## src/rtl/ws2812_color_source.sv

```systemverilog
`default_nettype none
// ============================================================================
//  Module      : ws2812_color_source
//  Description : Colour source for a single-LED WS2812 driver. Generates a
//                slowly rotating hue-wheel colour (color0), a flash colour
//                (color1) frozen as the complement of color0 at each
//                debounced button press, and a one-cycle press pulse
//                (color_select). Colour words are GRB: [23:16]=G, [15:8]=R,
//                [7:0]=B.
//  Ports       : clk          - system clock
//                rst          - synchronous reset, active-high
//                btn_in       - raw asynchronous push-button, active-high
//                pause        - high freezes the hue rotation
//                color0       - current hue-wheel colour (GRB)
//                color1       - flash colour (GRB)
//                color_select - one-cycle pulse per debounced press
//                press_count  - accepted presses, modulo 256
//  Revision    : 1.0 - initial release
// ============================================================================
module ws2812_color_source #(
    parameter int DEBOUNCE_CYCLES = 500_000,
    parameter int STEP_CYCLES     = 250_000
) (
    input  logic        clk,
    input  logic        rst,
    input  logic        btn_in,
    input  logic        pause,
    output logic [23:0] color0,
    output logic [23:0] color1,
    output logic        color_select,
    output logic [7:0]  press_count
);

    localparam int DB_W = $clog2(DEBOUNCE_CYCLES);
    localparam int ST_W = (STEP_CYCLES > 1) ? $clog2(STEP_CYCLES) : 1;

    localparam logic [DB_W-1:0] C_DB_LAST   = DB_W'(DEBOUNCE_CYCLES - 1);
    localparam logic [DB_W-1:0] C_DB_ONE    = DB_W'(1);
    localparam logic [ST_W-1:0] C_STEP_LAST = ST_W'(STEP_CYCLES - 1);
    localparam logic [ST_W-1:0] C_STEP_ONE  = ST_W'(1);

    typedef enum logic [2:0] {
        PH_RY = 3'd0,
        PH_YG = 3'd1,
        PH_GC = 3'd2,
        PH_CB = 3'd3,
        PH_BM = 3'd4,
        PH_MR = 3'd5
    } phase_t;

    // ------------------------------------------------------------------------
    // Registers
    // ------------------------------------------------------------------------
    logic            r_s1;
    logic            r_s2;
    logic            r_stable;
    logic [DB_W-1:0] r_db_cnt;
    logic [ST_W-1:0] r_step_cnt;
    phase_t          r_phase;
    logic [7:0]      r_level;
    logic [23:0]     r_color1;
    logic            r_color_select;
    logic [7:0]      r_press_count;

    logic [7:0]      w_r;
    logic [7:0]      w_g;
    logic [7:0]      w_b;
    logic [23:0]     w_color0;

    // ------------------------------------------------------------------------
    // Synchroniser, debounce and press capture
    // ------------------------------------------------------------------------
    always_ff @(posedge clk) begin
        if (rst) begin
            r_s1           <= 1'b0;
            r_s2           <= 1'b0;
            r_stable       <= 1'b0;
            r_db_cnt       <= '0;
            r_color1       <= 24'hFF00FF;
            r_color_select <= 1'b0;
            r_press_count  <= 8'd0;
        end else begin
            r_s1           <= btn_in;
            r_s2           <= r_s1;
            r_color_select <= 1'b0;

            if (r_s2 == r_stable) begin
                // Any agreeing cycle throws away partial qualification.
                r_db_cnt <= '0;
            end else if (r_db_cnt == C_DB_LAST) begin
                r_stable <= r_s2;
                r_db_cnt <= '0;
                if (r_s2) begin
                    // Accepted rising press: w_color0 is still the pre-step
                    // colour here even if the hue advances on this edge.
                    r_color_select <= 1'b1;
                    r_color1       <= ~w_color0;
                    r_press_count  <= r_press_count + 8'd1;
                end
            end else begin
                r_db_cnt <= r_db_cnt + C_DB_ONE;
            end
        end
    end

    // ------------------------------------------------------------------------
    // Step timer and hue FSM
    // ------------------------------------------------------------------------
    always_ff @(posedge clk) begin
        if (rst) begin
            r_step_cnt <= '0;
            r_phase    <= PH_RY;
            r_level    <= 8'd0;
        end else if (!pause) begin
            if (r_step_cnt == C_STEP_LAST) begin
                r_step_cnt <= '0;
                r_level    <= r_level + 8'd1;
                case (r_phase)
                    PH_RY: if (r_level == 8'hFF) r_phase <= PH_YG;
                    PH_YG: if (r_level == 8'hFF) r_phase <= PH_GC;
                    PH_GC: if (r_level == 8'hFF) r_phase <= PH_CB;
                    PH_CB: if (r_level == 8'hFF) r_phase <= PH_BM;
                    PH_BM: if (r_level == 8'hFF) r_phase <= PH_MR;
                    PH_MR: if (r_level == 8'hFF) r_phase <= PH_RY;
                    default: begin
                        // Corrupted phase: restart the wheel cleanly at red.
                        r_phase <= PH_RY;
                        r_level <= 8'd0;
                    end
                endcase
            end else begin
                r_step_cnt <= r_step_cnt + C_STEP_ONE;
            end
        end
    end

    // ------------------------------------------------------------------------
    // Hue decode: each phase ramps one channel while the others are pinned.
    // ------------------------------------------------------------------------
    always_comb begin
        w_r = 8'h00;
        w_g = 8'h00;
        w_b = 8'h00;
        case (r_phase)
            PH_RY: begin w_r = 8'hFF;           w_g = r_level;         end
            PH_YG: begin w_r = 8'hFF - r_level; w_g = 8'hFF;           end
            PH_GC: begin w_g = 8'hFF;           w_b = r_level;         end
            PH_CB: begin w_g = 8'hFF - r_level; w_b = 8'hFF;           end
            PH_BM: begin w_b = 8'hFF;           w_r = r_level;         end
            PH_MR: begin w_b = 8'hFF - r_level; w_r = 8'hFF;           end
            default: begin
                w_r = 8'h00;
                w_g = 8'h00;
                w_b = 8'h00;
            end
        endcase
    end

    assign w_color0     = {w_g, w_r, w_b};
    assign color0       = w_color0;
    assign color1       = r_color1;
    assign color_select = r_color_select;
    assign press_count  = r_press_count;

endmodule
`default_nettype wire

```

## config.mk

```make
export PLATFORM = sky130hd
export DESIGN_NAME = ws2812_color_source
export DESIGN_NICKNAME = d
export VERILOG_FILES = /design/src/rtl/ws2812_color_source.sv
export SDC_FILE = /design/constraint.sdc
export NUM_CORES = 1
export LEC_CHECK = 0
export CAP_MARGIN = 20
export CORE_ASPECT_RATIO = 1.2
export CORE_MARGIN = 8
export CORE_UTILIZATION = 40
export CTS_CLUSTER_SIZE = 14
export DETAILED_ROUTE_END_ITERATION = 16
export PLACE_DENSITY = 0.72
export SLEW_MARGIN = 20
export SYNTH_ARGS = -nofsm -noshare
export SYNTH_HDL_FRONTEND = slang
export SYNTH_SLANG_ARGS = --single-unit
```

## constraint.sdc

```tcl
create_clock -name clk -period 3.11 [get_ports clk]
set_clock_uncertainty 0.15 [all_clocks]
set_input_delay 0.933 -clock clk [delete_from_list [all_inputs] [get_ports clk]]
set_output_delay 0.933 -clock clk [all_outputs]
set_load 0.01 [all_outputs]
```

==> key figures, run 1 <==
Drt
  • Post-route ant nets: 0
  • Total Routed Length: 11.4 mm
  • Initial DRC Count: 215
  • Post-DR wirelength/cell: 16.7 um
  • Via count: 4008
  • DRC Markers: 0
  • Pre-antenna DRT Iters: 5
  • Vias per inst: 5.87

Setup path
  • FF-to-FF setup slack: 0.64 ns
  • Launching point of the worst reg2reg path: r_db_cnt[8]
  • Critical R2R Capture: press_count[0]
  • Startpoint class of the critical path: register
  • Crit end category: output pin
  • Critical Path AT: 1.91 ns
  • Cells on worst reg2reg path: 4
  • Crit-path max FO: 11
  • WS Path Type: register to output pin
  • Critical path required time: 2.03 ns

CTS
  • Clock buffer count from CTS: 9
  • Clk slew on worst S/H paths: 0.06 ns
  • Number of clock sinks: 84
  • Root Buffer: clkbuf_16
  • Hold Buf Count CTS: 0
  • Clock H-tree levels: 3
  • Bufs on Longest Clock Path: 2
  • CTS tree: yes
  • Worst-Skew Late Latency: 0.34 ns

STA
  • Rel. slew slack: 57.7%
  • Final period util: 96.4%
  • Worst hold slack: 0.310 ns
  • Max Clk Rate: 334 MHz
  • Unrepaired setup endpoints after global routing: false
  • Count of final setup violators: 0
  • TNS Setup: 0 ns
  • Worst Tran Pin Value: 0.633 ns
  • Endpoints failing hold: 0
  • Min cycle time layout: 3.00 ns
  • Setup ws final: 0.112 ns
  • Slew Viols, Final: 0

Cells and area
  • Layout Area Growth over Synthesis: 27.1%
  • Nets: 558
  • Number of antenna diodes: 0
  • Finished Layout Cells: 683
  • Fillers: 987
  • Layout cells sized above 1: 11.7%

Power and ir drop
  • Pleak: 2.01 nW
  • VDD IR max: 0.249 mV
  • Pwr Density: 421 nW/um^2

Global routing
  • Grt met2 use: 28.6%
  • Met3 GRT Util: 3.85%
  • GRT overflow: 0
  • First-pass GRT wire length: 18.3 mm
  • Vias in the first global route: 3786
  • Busiest grt layer: met2
  • Largest net degree at the start of global routing: 45
  • Initial antenna violation count: 0
  • Tot GR Track Use: 16.0%
  • Met1 Resource Use GR: 18.0%

Yosys
  • Largest family of logic cells by synthesized area: simple AND/OR/NAND/NOR gates
  • Area share of fa/ha/maj cells after synthesis: 1.48%
  • Synth warnings: 0
  • Post-synthesis simple-gate area fraction: 25.4%
  • Post-Synth XOR/XNOR Area: 4.97%
  • EDFF count, synth: 0
  • Ys async rst share: 0%
  • Synth Flop Type: dfxtp_1
  • Compound-cell area share of the yosys netlist: 20.1%
  • Multiplexer share of the synthesized area: 3.28%
  • Distinct cells, synth: 46
  • Post-Syn Area: 4230 um^2
  • Syn Area/Cell: 8.41 um^2
  • Post-synthesis sequential area ratio: 39.7%
  • Cell count after synthesis: 503
  • Yosys reg bits: 84
  • Post-Syn Nets: 512

Placed design
  • Gp weighted congestion: 0.856
  • Placed Instances: 667
  • Port bufs: 60
  • Post-Place Setup Slack: 0.0939 ns
  • Post-DP HPWL: 8.05 mm

Min path
  • Worst min-delay path endpoint: r_s2
  • Tightest Hold Check Type: register to register
  • Hold Crit Depth: 1
  • Worst hold start: r_s1

Floorplan
  • Die Span X: 110 um
  • Rows: 41
  • Ports: 61
  • Initial Util: 40.6%
  • Core area: 10400 um^2
  • Die H: 129 um
  • Die ar.: 14100 um^2

Run
  • Max-cap violations: 0

Status
  • Status: finished, final reports clean
## Yosys cell counts, types with 2 or more instances
library cell  instances  share of area, %
xor2_1                9               1.9
clkbuf_1             41               3.6
nand2_1              16               1.4
nand4_1              15               2.2
or4_1                 8               1.4
o21ai_0               6              0.71
buf_1                 3              0.27
a21oi_1              21               2.5
o21bai_1              7               1.2
nand4b_1              3              0.62
and2_1               13               1.9
o21ai_1               2              0.24
nor2b_1               9               1.3
and4b_1               2              0.47
mux2i_1               9               2.1
a211oi_1             23               4.1
inv_1                 8              0.71
mux2_2                3              0.80
o31ai_1              19               3.4
and3_1                6              0.89
and4_1                2              0.41
o41ai_1               8               1.7
nor2_1               61               5.4
or3_1                 6              0.89
nor3_1               16               1.9
xnor2_1              15               3.1
ha_1                  5               1.5
nor4b_2               2              0.71
nand2b_1              3              0.44
nor4_1                8               1.2
dfxtp_1              84                40
nand3_1              21               2.5
or2_2                 5              0.74
o311ai_0             11               2.3
a31oi_1              14               2.1
o211ai_1              9               1.6
## metrics by stage
stage               power, mW  area (um^2)  util, %
floorplan                1.14         4230        -
global placement         1.16         4980     47.8
detailed placement       1.16         4980     47.8
CTS                      2.29         5300     50.9
global route             2.33         5380     51.7
finish                   2.26         5380     51.7
## worst max-delay path by stage
stage / cells after the start / slack, ns / to / startpoint
2_1_floorplan: 5 / 0.58 / color0[0] / r_phase[0]
3_3_place_gp: 5 / 0.17 / r_level[1] / pause
3_5_place_dp: 5 / 0.09 / r_level[5] / pause
4_1_cts: 4 / -0.09 / color0[18] / r_phase[0]
5_1_grt: 5 / 0.02 / color0[14] / r_phase[0]
6_report: 3 / 0.11 / color0[13] / r_level[5]
## worst max-delay path: stages, from the launching register on
cell,delay [ns]
dfxtp_1,0.56
nor2_1,0.11
a211oi_2,0.27
clkdlybuf4s50_1,0.64
## sequential cells by signal, indices dropped and copies added, names as in the netlist
signal and cells:
color1 24, color_select 1, r_s2 1, press_count 8, r_level 8, r_s1 1
r_phase 3, r_stable 1, r_db_cnt 19, r_step_cnt 18
## routing by layer
metal  routed length (um)  share of wire (%)
met5                    0                  0
met4                  142                1.2
met3                  553                4.9
met2                 5890                 52
met1                 4800                 42
## cell families after synthesis
logic type,count (synthesis)
mux,13
simple gates,200
buf+inv,55
flops,84
xor+xnor,24
fa+ha+maj,5
compound gates,122
## power breakdown
part	switching [mW]	internal [mW]
clock network	0.423	0.704
registers	0.00484	1.08
logic	0.0320	0.0178
## final cells by class
| type | instances | area [um^2] | area share [%] |
|---|---|---|---|
| timing repair buffer | 81 | 791 | 14.7 |
| clock buffer | 12 | 236 | 4.40 |
| inverter | 9 | 33.8 | 0.628 |
| multi-input combinational | 364 | 2400 | 44.6 |
| clock inverter | 4 | 73.8 | 1.37 |
| tap | 129 | 161 | 3.00 |
| sequential | 84 | 1690 | 31.3 |
## layout by cell type, fill, tap and decap left out, types with 11 or more instances in the layout
master | netlist | routed
and2_1 | 13 | 12
nand3_1 | 21 | 21
a31oi_1 | 14 | 14
nor2_1 | 61 | 61
nand4_1 | 15 | 15
dlymetal6s2s_1 | 0 | 11
a21oi_1 | 21 | 21
buf_4 | 0 | 20
a211oi_1 | 23 | 12
nand2_1 | 16 | 16
clkdlybuf4s50_1 | 0 | 43
o31ai_1 | 19 | 19
dfxtp_1 | 84 | 81
a211oi_2 | 0 | 11
xnor2_1 | 15 | 15
nor3_1 | 16 | 16
o311ai_0 | 11 | 11
## repair_timing
item	in CTS	in global routing
pin swaps	0	0
gates resized for setup	11	24
endpoints found under the setup margin	21	18
buffers inserted	0	0
Power figures use the tool's default switching activity.
==> run 2, diff against run 1 <==
--- a/config.mk
+++ b/config.mk
@@ -5,7 +5,6 @@
 export SDC_FILE = /design/constraint.sdc
 export NUM_CORES = 1
 export LEC_CHECK = 0
-export CAP_MARGIN = 20
 export CORE_ASPECT_RATIO = 1.2
 export CORE_MARGIN = 8
 export CORE_UTILIZATION = 40
==> results of run 2 <==
No change in the layout: final DEF, timing and power equal those of run 1.
==> run 3, diff against run 2 <==
--- a/config.mk
+++ b/config.mk
@@ -6,10 +6,10 @@
 export NUM_CORES = 1
 export LEC_CHECK = 0
 export CORE_ASPECT_RATIO = 1.2
-export CORE_MARGIN = 8
 export CORE_UTILIZATION = 40
 export CTS_CLUSTER_SIZE = 14
 export DETAILED_ROUTE_END_ITERATION = 16
+export MAX_ROUTING_LAYER = met4
 export PLACE_DENSITY = 0.72
 export SLEW_MARGIN = 20
 export SYNTH_ARGS = -nofsm -noshare
==> key figures, run 3 (synthesis results as in run 1) <==
Status
  • Status: finished, final reports clean

Placed design
  • Gp weighted congestion: 0.851
  • Port bufs: 60
  • Post-Place Setup Slack: 0.0615 ns
  • Post-DP HPWL: 7.49 mm

Power and ir drop
  • Cell-internal power: 1.84 mW
  • Net Switching: 463 uW
  • Logic pwr share: 2.1%
  • Sequential Power Share: 47.1%
  • VDD IR max: 0.276 mV
  • Pwr Density: 422 nW/um^2
  • Clk pwr share: 50.8%
  • PnR Total Power: 2.30 mW
  • Switching portion of total power: 20.1%
  • Pleak: 1.98 nW

CTS
  • Clk slew on worst S/H paths: 0.06 ns
  • Hold Buf Count CTS: 0
  • CTS tree: yes
  • Clock buffer count from CTS: 9
  • Root Buffer: clkbuf_16
  • Bufs on Longest Clock Path: 2
  • Number of clock sinks: 84
  • Worst-Skew Late Latency: 0.34 ns
  • Clock H-tree levels: 3

Setup path
  • FF-to-FF setup slack: 0.66 ns
  • Crit-path max FO: 8
  • Launching point of the worst reg2reg path: r_db_cnt[4]
  • Startpoint class of the critical path: register
  • Crit end category: output pin
  • Cells on worst reg2reg path: 4
  • WS Path Type: register to output pin
  • Critical R2R Capture: press_count[0]
  • Critical path required time: 2.03 ns
  • Critical Path AT: 1.98 ns

Cells and area
  • Fillers: 928
  • Max reg flops: 24
  • Most common library cell in the layout ignoring fill and taps: dfxtp_1
  • Multi-input gate area: 2420 um^2
  • Layout Area Growth over Synthesis: 28.9%
  • Nets: 562
  • Register area: 1690 um^2
  • Layout cells sized above 1: 13.6%
  • Most frequent cells in the layout: 79 x dfxtp_1, 61 x nor2_1, 51 x clkdlybuf4s50_1
  • Number of antenna diodes: 0
  • Final core utilization: 53.7%

Drt
  • Post-route ant nets: 0
  • DRC Markers: 0
  • Total Routed Length: 10.9 mm
  • Vias per inst: 5.94
  • Initial DRC Count: 271
  • Pre-antenna DRT Iters: 4
  • Via count: 4057
  • Post-DR wirelength/cell: 16.0 um

STA
  • Unrepaired setup endpoints after global routing: true
  • Rel. slew slack: 57.2%
  • Worst Tran Pin Value: 0.641 ns
  • Max Clk Rate: 326 MHz
  • Min cycle time layout: 3.06 ns
  • Final period util: 98.5%
  • Setup ws final: 0.0457 ns
  • Slew Viols, Final: 0
  • Endpoints failing hold: 0
  • Count of final setup violators: 0
  • TNS Setup: 0 ns

Min path
  • Hold Crit Depth: 1
  • Tightest Hold Check Type: register to register
  • Worst min-delay path endpoint: r_s2
  • Worst hold start: r_s1

Global routing
  • GRT overflow: 0
  • Initial antenna violation count: 0
  • Vias in the first global route: 3762
  • First-pass GRT wire length: 17.6 mm
  • Largest net degree at the start of global routing: 45
  • Tot GR Track Use: 21.1%

Run
  • Max-cap violations: 0

Floorplan
  • Die H: 115 um
  • Ports: 61
  • Initial Util: 41.7%
  • Die Span X: 95.9 um
  • Rows: 40
  • Die ar.: 11000 um^2
  • Core area: 10200 um^2
## run 3: cell count changes in the layout (fill, tap and decap cells not counted), moves of 2 or more
cell | previous run | this run
buf_6 | 0 | 2
a211oi_1 | 12 | 10
dfxtp_1 | 81 | 79
clkdlybuf4s50_1 | 43 | 51
dlygate4sd2_1 | 6 | 0
clkbuf_8 | 0 | 2
dlymetal6s2s_1 | 11 | 9
buf_4 | 20 | 22
a211oi_2 | 11 | 13
clkbuf_1 | 3 | 0
## run 3: worst max-delay path by stage
stage                           from         end  slack [ns]  cells past startpoint
after global placement         pause  r_level[1]        0.10                      5
after floorplan           r_phase[0]   color0[0]        0.58                      5
final                     r_phase[0]  color0[14]        0.05                      4
after global routing      r_phase[0]  color0[15]       -0.04                      4
after CTS                 r_phase[0]  color0[20]       -0.08                      4
after detailed placement       pause  r_level[7]        0.06                      5
## run 3: through the flow
stage               cells  hold WS (ns)  cell area [um^2]
detailed placement    667         0.286              5000
CTS                   682         0.301              5360
finish                683         0.304              5450
global route          683         0.320              5450
global placement      667         0.279              5000
floorplan             503         0.264              4230
## run 3: timing repair
item                                    4_1_cts  5_1_grt
hold endpoints to repair                      0        0
endpoints found under the setup margin       21       24
pin swaps                                     0        1
buffers inserted                              0        1
resized for setup                             7       29
gates cloned                                  0        0
## run 3: power groups by stage
stage	registers (mW)	clock network, mW	logic (mW)
detailed placement	1.11	0	0.0490
finish	1.08	1.17	0.0494
global route	1.08	1.23	0.0540
CTS	1.08	1.18	0.0493
global placement	1.11	0	0.0475
floorplan	1.11	0	0.0306
## run 3: cell type report
class                           count  share of cell area (%)
Clock buffer                       11                    4.63
Inverter                            9                   0.619
Clock inverter                      4                    1.33
Multi-Input combinational cell    364                    44.3
Sequential cell                    84                    31.0
Timing Repair Buffer               85                    15.2
Tap cell                          126                    2.89
## run 3: critical path: stages (launching register included)
cell and delay, ns:
dfxtp_1 0.38, nor2b_2 0.45, a211oi_1 0.16, buf_4 0.17
clkdlybuf4s50_1 0.47
## run 3: layer usage
layer | vias to the layer above | share of wire, % | track usage (%)
met2 | 101 | 51 | 35.0
met5 | - | 0 | -
li1 | 1965 | - | -
met1 | 1968 | 43 | 24.6
met3 | 23 | 3.7 | 3.05
met4 | 0 | 2.3 | 10.4
